## config.mk

```make
export PLATFORM = sky130hd
export DESIGN_NAME = alu_sequencer
export DESIGN_NICKNAME = d
export VERILOG_FILES = /design/src/rtl/alu_sequencer.sv
export SDC_FILE = /design/constraint.sdc
export NUM_CORES = 1
export LEC_CHECK = 0
export CORE_ASPECT_RATIO = 1.5
export CORE_UTILIZATION = 55
export CTS_BUF_LIST = sky130_fd_sc_hd__clkbuf_2
export CTS_CLUSTER_SIZE = 10
export DETAILED_ROUTE_END_ITERATION = 16
export PLACE_DENSITY = 0.78
export REMOVE_ABC_BUFFERS = 1
export SLEW_MARGIN = 30
export SYNTH_ARGS = -nofsm -noshare
export SYNTH_HDL_FRONTEND = slang
export SYNTH_SLANG_ARGS = --single-unit
```

## constraint.sdc

```tcl
create_clock -name clk -period 2.95 [get_ports clk]
set_input_delay 0.59 -clock clk [delete_from_list [all_inputs] [get_ports clk]]
set_output_delay 0.59 -clock clk [all_outputs]
set_load 0.01 [all_outputs]
```

## src/rtl/alu_sequencer.sv

```systemverilog
// Issue-side controller for an external combinational alu. Accepts one encoded
// instruction at a time, reads operands from a local register file, drives the
// alu, captures its result/flags, writes the result back and offers it on a
// valid/ready response port.
module alu_sequencer #(
    parameter int BW   = 16,
    parameter int NREG = 8,
    localparam int RW  = $clog2(NREG),
    localparam int IW  = 3 + 3 * RW
) (
    input  logic          clk,
    input  logic          rst,
    input  logic          instr_valid,
    output logic          instr_ready,
    input  logic [IW-1:0] instr,
    input  logic          cfg_we,
    input  logic [RW-1:0] cfg_addr,
    input  logic [BW-1:0] cfg_wdata,
    output logic [2:0]    alu_opcode,
    output logic [BW-1:0] alu_a,
    output logic [BW-1:0] alu_b,
    input  logic [BW-1:0] alu_out,
    input  logic [2:0]    alu_flags,
    output logic          res_valid,
    input  logic          res_ready,
    output logic [BW-1:0] res_data,
    output logic [2:0]    res_flags,
    output logic [RW-1:0] res_rd,
    output logic [2:0]    flags_q,
    output logic          busy
);

    typedef enum logic [1:0] {IDLE, READ, EXEC, RESP} state_t;

    state_t        state, state_nxt;
    logic [2:0]    op_q;
    logic [RW-1:0] rd_q, ra_q, rb_q;
    logic [BW-1:0] rf [NREG];

    // State register
    always_ff @(posedge clk) begin
        if (rst) state <= IDLE;
        else     state <= state_nxt;
    end

    // Next-state: one cycle each in READ and EXEC, RESP waits for the consumer
    always_comb begin
        state_nxt = state;
        case (state)
            IDLE:    if (instr_valid) state_nxt = READ;
            READ:    state_nxt = EXEC;
            EXEC:    state_nxt = RESP;
            RESP:    if (res_ready) state_nxt = IDLE;
            default: state_nxt = IDLE;
        endcase
    end

    assign instr_ready = (state == IDLE);
    assign res_valid   = (state == RESP);
    assign busy        = (state != IDLE);

    // Latch instruction fields on acceptance
    always_ff @(posedge clk) begin
        if (rst) begin
            op_q <= '0;
            rd_q <= '0;
            ra_q <= '0;
            rb_q <= '0;
        end else if (state == IDLE && instr_valid) begin
            {op_q, rd_q, ra_q, rb_q} <= instr;
        end
    end

    // Alu inputs are registered in READ and otherwise hold their last value
    always_ff @(posedge clk) begin
        if (rst) begin
            alu_opcode <= '0;
            alu_a      <= '0;
            alu_b      <= '0;
        end else if (state == READ) begin
            alu_opcode <= op_q;
            alu_a      <= rf[ra_q];
            alu_b      <= rf[rb_q];
        end
    end

    // Capture alu result in EXEC; held through RESP and beyond
    always_ff @(posedge clk) begin
        if (rst) begin
            res_data  <= '0;
            res_flags <= '0;
            res_rd    <= '0;
            flags_q   <= '0;
        end else if (state == EXEC) begin
            res_data  <= alu_out;
            res_flags <= alu_flags;
            res_rd    <= rd_q;
            flags_q   <= alu_flags;
        end
    end

    // Register file: preload port first so a same-index EXEC writeback overrides it
    always_ff @(posedge clk) begin
        if (rst) begin
            for (int i = 0; i < NREG; i++) rf[i] <= '0;
        end else begin
            if (cfg_we)          rf[cfg_addr] <= cfg_wdata;
            if (state == EXEC)   rf[rd_q]     <= alu_out;
        end
    end

endmodule

```

==> flow_metrics.tcl, run 1 <==
set metrics [dict create \
    outcome "finished clean" \
    antenna_found_initial 1 \
    portBuffers 117 \
    cts_root_buf "clkbuf_2" \
    r2r-start "state[0]" \
    skew_ns 0.0455 \
    setup_viol 0 \
    drv_cap 0 \
    clock_sinks 199 \
    hold_path_depth 3 \
    synth_area_um2 10300 \
    die_w_um 114 \
    synth.distinct_cells 44 \
    cp-end-kind "output pin" \
    grt_max_degree 66 \
    reg2reg_slack_ns 0.30 \
    vias 7836 \
    ys.flop_type "edfxtp_1" \
    wirelength_um 28800 \
    cp-start-kind "register" \
    min_path_type "in2reg" \
    crit_chain "inv_1 -> ha_1 -> inv_1 -> clkdlybuf4s50_1" \
    slew_violations 0 \
    cts_tree "yes" \
    globalplace.congestion 0.857 \
    min_period_over_period_pct 95.6 \
    hp-start "instr[8]" \
    whs_ns 0.293 \
    grt_use_total_pct 30.1 \
    drt-initial-drc-count 856 \
    syn_area_per_cell_um2 12.3 \
    clock_path_buffers 2 \
    synth-edff-count 128 \
    dpl_worst_slack_ns 0.322 \
    fmax_mhz 355 \
    post_cts_buffers 0 \
    drive_gt1_share_pct 17.9 \
    initial_core_util_pct 56.7 \
    utilization_pct 64.7 \
    period_needed_ns 2.82 \
    critical-path-max-stage-delay_ns 0.53 \
    slowest_stage "clkdlybuf4s50_1" \
    fill_cells 1413 \
    layout.cells.non_filler 1169 \
    ioPinCount 118 \
    drc 0 \
    pwr_density_cell_nw_per_um2 656 \
    dr.pass1.iters 5 \
    clock_latency_ns 0.81 \
    async_flop_share_pct 0 \
    grt_pass1_vias 7972 \
    ctsResizeCount 0 \
    final_nets 967 \
    peakVddDrop_mv 0.661 \
    synthCells 837 \
    grt_pass1_wl_um 43200 \
    r2r_end "rf[3][11]" \
    cts_max_level 4 \
    yosysWarnings 0 \
    crit_path_max_fanout 4 \
    drtAntennaViolNets 0 \
    worst_slack_ns 0.130 \
    gr-total-overflow 0 \
    dp_cells 1136 \
    rsz0062_at_grt "no" \
    worstMarginPinSlew_ns 0.966 \
    hold_viol_final 0 \
    dp_hpwl_um 17900 \
    rows 60 \
    criticalPathCategory "reg2out" \
    core_area_um2 18200 \
    ys_ff_latch 199 \
    r2r_cells 6 \
    hold_end "rd_q[2]" \
    dieArea_um2 19300 \
    numCtsBuffers 17 \
    holdBufCountCts 0 \
    slew_headroom_pct 35.4 \
    ys_seq_area_share_pct 51.1 \
    layout_common_cells "a22o_1 (128), edfxtp_1 (128), clkdlybuf4s50_1 (116), mux2i_1 (89), dfxtp_1 (69)" \
    worst-endpoint-arrival_ns 2.23 \
    clk_pin_slew_ns 0.29 \
    routedWlPerCell_um 24.6 \
    areaGrowthSynthToFinish_pct 14.1 \
    cp.required_ns 2.36 \
    crit_top_cell "inv_1" \
    via_per_inst 6.70 \
    leakage_nw 4.21 \
    die_height_um 170 \
]
## report_power, final
| part | internal [mW] | switching [mW] | leakage (nW) | total [mW] |
|---|---|---|---|---|
| Combinational | 1.29 | 1.45 | 2.15 | 2.74 |
| Clock | 0.414 | 0.976 | 0.156 | 1.39 |
| Sequential | 3.36 | 0.227 | 1.90 | 3.59 |
## synthesized netlist by cell type (all sizes together), types with 8 or more instances
| cell | count | area [µm²] |
|---|---|---|
| a22o | 128 | 1120 |
| edfxtp | 128 | 3840 |
| mux2i | 89 | 891 |
| buf | 75 | 489 |
| dfxtp | 71 | 1420 |
| nor2 | 68 | 328 |
| mux2 | 64 | 721 |
| a211oi | 33 | 253 |
| clkbuf | 29 | 111 |
| nand2 | 29 | 116 |
| o22ai | 25 | 156 |
| a221o | 24 | 240 |
| a21oi | 13 | 65.1 |
| a22oi | 8 | 60.1 |
| o221ai | 8 | 70.1 |
## metrics by stage
step / total power [mW] / instance area, µm² / TNS, ns
after floorplan: 5.17 / 9700 / -20.89
after global placement: 6.25 / 11500 / 0
after detailed placement: 6.36 / 11500 / 0
after CTS: 7.71 / 11800 / 0
after global routing: 8.06 / 11800 / 0
final: 7.72 / 11800 / 0
## sequential cells by signal (all words and copies together) (netlist names)
signal and flops:
rf 128, alu_a 16, alu_b 16, res_data 16, alu_opcode 3, flags_q 3
op_q 3, ra_q 3, rb_q 3, rd_q 3, res_rd 3, state 2
## cell type report
type / instances / area [µm²] / share of cell area (%)
multi-input combinational: 530 / 4440 / 37.7
antenna: 1 / 2.50 / 0.0213
sequential: 199 / 5270 / 44.8
tap: 248 / 310 / 2.64
inverter: 4 / 15.0 / 0.128
clock inverter: 15 / 161 / 1.37
clock buffer: 17 / 85.1 / 0.724
timing repair buffer: 155 / 1480 / 12.6
## worst max path at each step
stage | start | endpoint | slack, ns | cells after the start
finish | state[0] | busy | 0.13 | 4
global route | state[1] | busy | 0.04 | 4
CTS | state[0] | busy | 0.12 | 4
detailed placement | cfg_addr[1] | rf[5][10] | 0.32 | 5
global placement | cfg_addr[1] | rf[5][10] | 0.39 | 5
floorplan | state[0] | rf[0][0] | -0.44 | 5
## cells by family (layout without fill, tap and decap cells)
logic type                 after synthesis  after routing  share of synthesized area (%)
buffers and inverters                  108            191                           5.98
DFF                                    199            199                           51.1
muxes                                  153            153                           15.6
and+or+nand+nor                        128            128                           7.17
AOI/OAI and AO/OA                      244            244                           19.5
other                                    0              1                              0
adders and majority gates                5              5                          0.607
## critical path, delay by kind of cell (launching register included)
family,cells,cell delay [ns]
buf+inv,3,0.73
fa+ha+maj,1,0.26
flops,1,0.45
## routing by layer
metal  track usage, %  vias up  wire (µm)
li1                 -     3400          -
met1             35.9     3782      10100
met2             51.7      533      14500
met3             5.07      121       2840
met4             16.2        0       1330
met5                0        -          0
(Power assumes the default switching activity.)
==> run 2, diff against run 1 <==
--- a/config.mk
+++ b/config.mk
@@ -7,7 +7,7 @@
 export LEC_CHECK = 0
 export CORE_ASPECT_RATIO = 1.5
 export CORE_UTILIZATION = 55
-export CTS_BUF_LIST = sky130_fd_sc_hd__clkbuf_2
+export CTS_BUF_LIST = sky130_fd_sc_hd__clkbuf_8
 export CTS_CLUSTER_SIZE = 10
 export DETAILED_ROUTE_END_ITERATION = 16
 export PLACE_DENSITY = 0.78
==> run 2 against run 1 <==
Clock skew fell by 0.030 ns. Die area did not move. Combinational power barely moved. Via count fell by 0.43%. Utilization rose by 0.81 points. Non-clock buffer count did not move. Fmax rose by 7.3%. Total power rose by 5.1%. Largest cell class unchanged. Largest power group unchanged.
==> flow_metrics.tcl, run 2 (synthesized netlist as in run 1, its figures left out) <==
set metrics [dict create \
    outcome "finished clean" \
    dp_hpwl_um 17900 \
    numCtsBuffers 17 \
    ctsResizeCount 0 \
    critPathBufInv 3 \
    grt_pass1_wl_um 43200 \
    drt-initial-drc-count 800 \
    utilization_pct 65.5 \
    min_path_type "reg2reg" \
    drc 0 \
    crit_chain "inv_1 -> ha_2 -> nand2b_1 -> nor4_4 -> buf_4 -> nor4_4 -> buf_4 -> a22o_1" \
    cts_tree "yes" \
    slowest_stage "ha_2" \
    wirelength_um 28700 \
    post_cts_buffers 0 \
    drv_cap 0 \
    clock_latency_ns 0.49 \
    dieArea_um2 19300 \
    areaGrowthSynthToFinish_pct 15.6 \
    fmax_mhz 381 \
    grt_pass1_vias 7954 \
    worstMarginPinSlew_ns 0.925 \
    peakVddDrop_mv 0.578 \
    holdBufCountCts 0 \
    crit_cells 8 \
    antenna_found_initial 0 \
    min_period_over_period_pct 89.1 \
    fin_area_um2 11900 \
    criticalPathCategory "reg2reg" \
    drtAntennaViolNets 0 \
    core_area_um2 18200 \
    rows 60 \
    slew_headroom_pct 38.2 \
    final_nets 967 \
    gr-total-overflow 0 \
    cp-start-kind "register" \
    grt_max_degree 66 \
    hold_path_depth 2 \
    largest_reg_flops 128 \
    period_needed_ns 2.63 \
    initial_core_util_pct 56.7 \
    globalplace.congestion 0.857 \
    whs_ns 0.464 \
    dp_cells 1136 \
    ioPinCount 118 \
    dpl-instance-area_um2 11500 \
    clk_pin_slew_ns 0.11 \
    antenna_cells 0 \
    crit_family "simple AND/OR/NAND/NOR gates" \
    slew_violations 0 \
    die_height_um 170 \
    clock_sinks 199 \
    portBuffers 117 \
    worst-endpoint-arrival_ns 2.86 \
    cts_max_level 4 \
    r2r_cells 8 \
    dr.pass1.iters 6 \
    clock_path_buffers 2 \
    drive_gt1_share_pct 17.9 \
    pwr_density_cell_nw_per_um2 681 \
    reg2reg_slack_ns 0.32 \
    hold_viol_final 0 \
    skew_ns 0.0158 \
    layout.cells.non_filler 1168 \
    cts_root_buf "clkbuf_8" \
    top_register "rf" \
    grt_use_total_pct 30.2 \
    critical-path-max-stage-delay_ns 0.38 \
    die_w_um 114 \
    power_mw 8.11 \
    cp-end-kind "register" \
    vias 7802 \
    setup_viol 0 \
    cp.required_ns 3.19 \
    routedWlPerCell_um 24.6 \
    via_per_inst 6.68 \
    leakage_nw 4.26 \
    crit_path_max_fanout 16 \
    rsz0062_at_grt "no" \
    layout_common_cells "a22o_1 (128), edfxtp_1 (128), clkdlybuf4s50_1 (116), mux2i_1 (89), dfxtp_1 (69)" \
]
## run 2: cell types whose count changed in the layout (fill, tap and decap cells not counted)
cell and change:
clkbuf_2 -17, clkbuf_8 +17, diode_2 -1
## run 2: final timing paths
path / start / to
min: op_q[1] / op_q[1]
min reg2reg: op_q[1] / op_q[1]
max reg2reg: state[0] / rf[0][15]
max: state[0] / rf[0][15]
## run 2: area by class of cell
cell class              instances  area, µm²
clock buffers                  17        234
clock inverters                15        161
fillers                      1381       6260
inverters                       4       15.0
multi-input cells             530       4440
flip-flops and latches        199       5270
well taps                     248        310
repair buffers                155       1480
## run 2: worst min-delay path: cells and delay by family (launching register included)
family	cells	cell delay [ns]
AOI/OAI and AO/OA	1	0.05
DFF	1	0.33
and+or+nand+nor	1	0.05
## run 2: routing by layer
metal  part of all wire [%]  GRT usage, %  vias up
met5                      0             0        -
met4                    4.4          17.4        0
met3                    9.2          4.96      117
met2                     51          51.7      532
met1                     36          35.6     3765
li1                       -             -     3388
## run 2: metrics by stage
| stage | setup slack (ns) | TNS, ns |
|---|---|---|
| 2_1_floorplan | -0.440 | -20.89 |
| 6_report | 0.322 | 0 |
| 4_1_cts | 0.370 | 0 |
| 5_1_grt | 0.299 | 0 |
| 3_3_place_gp | 0.386 | 0 |
| 3_5_place_dp | 0.322 | 0 |
## run 2: power by group
group	switching (mW)	internal, mW
Clock	1.01	0.772
Sequential	0.226	3.36
Combinational	1.45	1.29
Total	2.68	5.42
==> run 3, diff against run 2 <==
--- a/config.mk
+++ b/config.mk
@@ -6,6 +6,7 @@
 export NUM_CORES = 1
 export LEC_CHECK = 0
 export CORE_ASPECT_RATIO = 1.5
+export CORE_MARGIN = 3
 export CORE_UTILIZATION = 55
 export CTS_BUF_LIST = sky130_fd_sc_hd__clkbuf_8
 export CTS_CLUSTER_SIZE = 10
==> run 3 against run 2 <==
Total power increased by 2.1%. Sequential power about the same. Die area increased by 6.0%. Non-clock buffer count decreased by 4. Register-to-register slack improved by 0.03 ns. First-iteration DRC count decreased by 2.6%. Clock power increased by 11%. Combinational power decreased by 1%. Count of clock-buffer cells in the layout unchanged. Worst setup slack improved by 0.027 ns. Worst hold slack got worse by 0.00068 ns. Fmax increased by 1.0%. Largest cell class unchanged. Largest power group unchanged. Highest routed layer unchanged.
==> flow_metrics.tcl, run 3 (synthesized netlist as in run 1, its figures left out) <==
set metrics [dict create \
    clock_path_buffers 2 \
    die_height_um 174 \
    layout.cells.non_filler 1164 \
    r2r_cells 8 \
    cp-start-kind "register" \
    worstMarginPinSlew_ns 1.00 \
    wirelength_um 29300 \
    antenna_cells 0 \
    dieArea_um2 20400 \
    holdBufCountCts 0 \
    drt-initial-drc-count 779 \
    dp_hpwl_um 18200 \
    dpl_worst_slack_ns 0.362 \
    portBuffers 117 \
    period_needed_ns 2.60 \
    rows 60 \
    setup_viol 0 \
    cts_root_buf "clkbuf_8" \
    die_w_um 118 \
    clk_pin_slew_ns 0.10 \
    crit_path_max_fanout 16 \
    grt_pass1_wl_um 44100 \
    top_register "rf" \
    drtAntennaViolNets 0 \
    hold_viol_final 0 \
    numCtsBuffers 17 \
    globalplace.congestion 0.855 \
    vias 7716 \
    layout_common_cells "a22o_1 (128), edfxtp_1 (128), clkdlybuf4s50_1 (116), mux2i_1 (89), dfxtp_1 (69)" \
    grt_max_degree 72 \
    cts_max_level 4 \
    initial_core_util_pct 56.7 \
    worst-endpoint-arrival_ns 2.83 \
    clock_sinks 199 \
    gr-total-overflow 0 \
    grt_pass1_vias 8099 \
    clock_latency_ns 0.48 \
    grt_use_total_pct 28.0 \
    min_period_over_period_pct 88.1 \
    hold_path_depth 2 \
    drive_gt1_share_pct 17.5 \
    cts_tree "yes" \
    pwr_density_cell_nw_per_um2 692 \
    antenna_found_initial 0 \
    rsz0062_at_grt "no" \
    cp-end-kind "register" \
    areaGrowthSynthToFinish_pct 16.1 \
    power_mw 8.28 \
    drv_cap 0 \
    worst_slack_ns 0.350 \
    leakage_nw 4.27 \
    ctsResizeCount 0 \
    final_nets 963 \
    skew_ns 0.0104 \
    slew_headroom_pct 33.3 \
    core_area_um2 18200 \
    largest_reg_flops 128 \
    dr.pass1.iters 5 \
    fmax_mhz 385 \
    whs_ns 0.464 \
    ioPinCount 118 \
    routedWlPerCell_um 25.2 \
    slew_violations 0 \
    outcome "finished clean" \
    dp_cells 1132 \
    cp.required_ns 3.18 \
    criticalPathCategory "reg2reg" \
    via_per_inst 6.63 \
    peakVddDrop_mv 0.769 \
    min_path_type "reg2reg" \
    post_cts_buffers 0 \
    utilization_pct 65.8 \
    drc 0 \
]
[run 3: report_power, final]
group	internal (mW)	total, mW	switching [mW]
registers	3.36	3.61	0.247
clock network	0.948	1.97	1.02
logic	1.28	2.70	1.43
total	5.58	8.28	2.69
[run 3: layer usage]
layer	track usage (%)	up-vias	wire [µm]	part of all wire (%)
met5	0	-	0	0
met4	16.9	0	1500	5.1
met3	5.62	114	2550	8.7
met2	48.6	472	14700	50
met1	31.8	3740	10600	36
li1	-	3390	-	-
[run 3: area by class of cell]
| class | count | area (µm²) |
|---|---|---|
| clock buffers | 17 | 234 |
| clock inverters | 15 | 216 |
| well taps | 248 | 310 |
| inverters | 4 | 15.0 |
| repair buffers | 151 | 1460 |
| multi-input cells | 530 | 4460 |
| fillers | 1398 | 6210 |
| flip-flops and latches | 199 | 5270 |
[run 3: path summary, 6_finish.rpt]
check	from	end	slack [ns]
max	state[0]	rf[0][3]	0.35
max reg2reg	state[0]	rf[0][3]	0.35
min reg2reg	op_q[1]	op_q[1]	0.46
min	op_q[1]	op_q[1]	0.46
[run 3: per-stage QoR]
step / TNS, ns / cell area, µm²
after floorplan: -20.89 / 9700
after global placement: 0 / 11500
after detailed placement: 0 / 11500
after CTS: 0 / 12000
after global routing: 0 / 12000
final: 0 / 12000
[run 3: critical path, stage by stage (launching register included)]
cell	delay, ns
dfxtp_1	0.35
inv_1	0.15
ha_2	0.39
nand2b_1	0.36
nor4_4	0.31
buf_4	0.28
nor4_4	0.05
buf_4	0.24
a22o_1	0.23
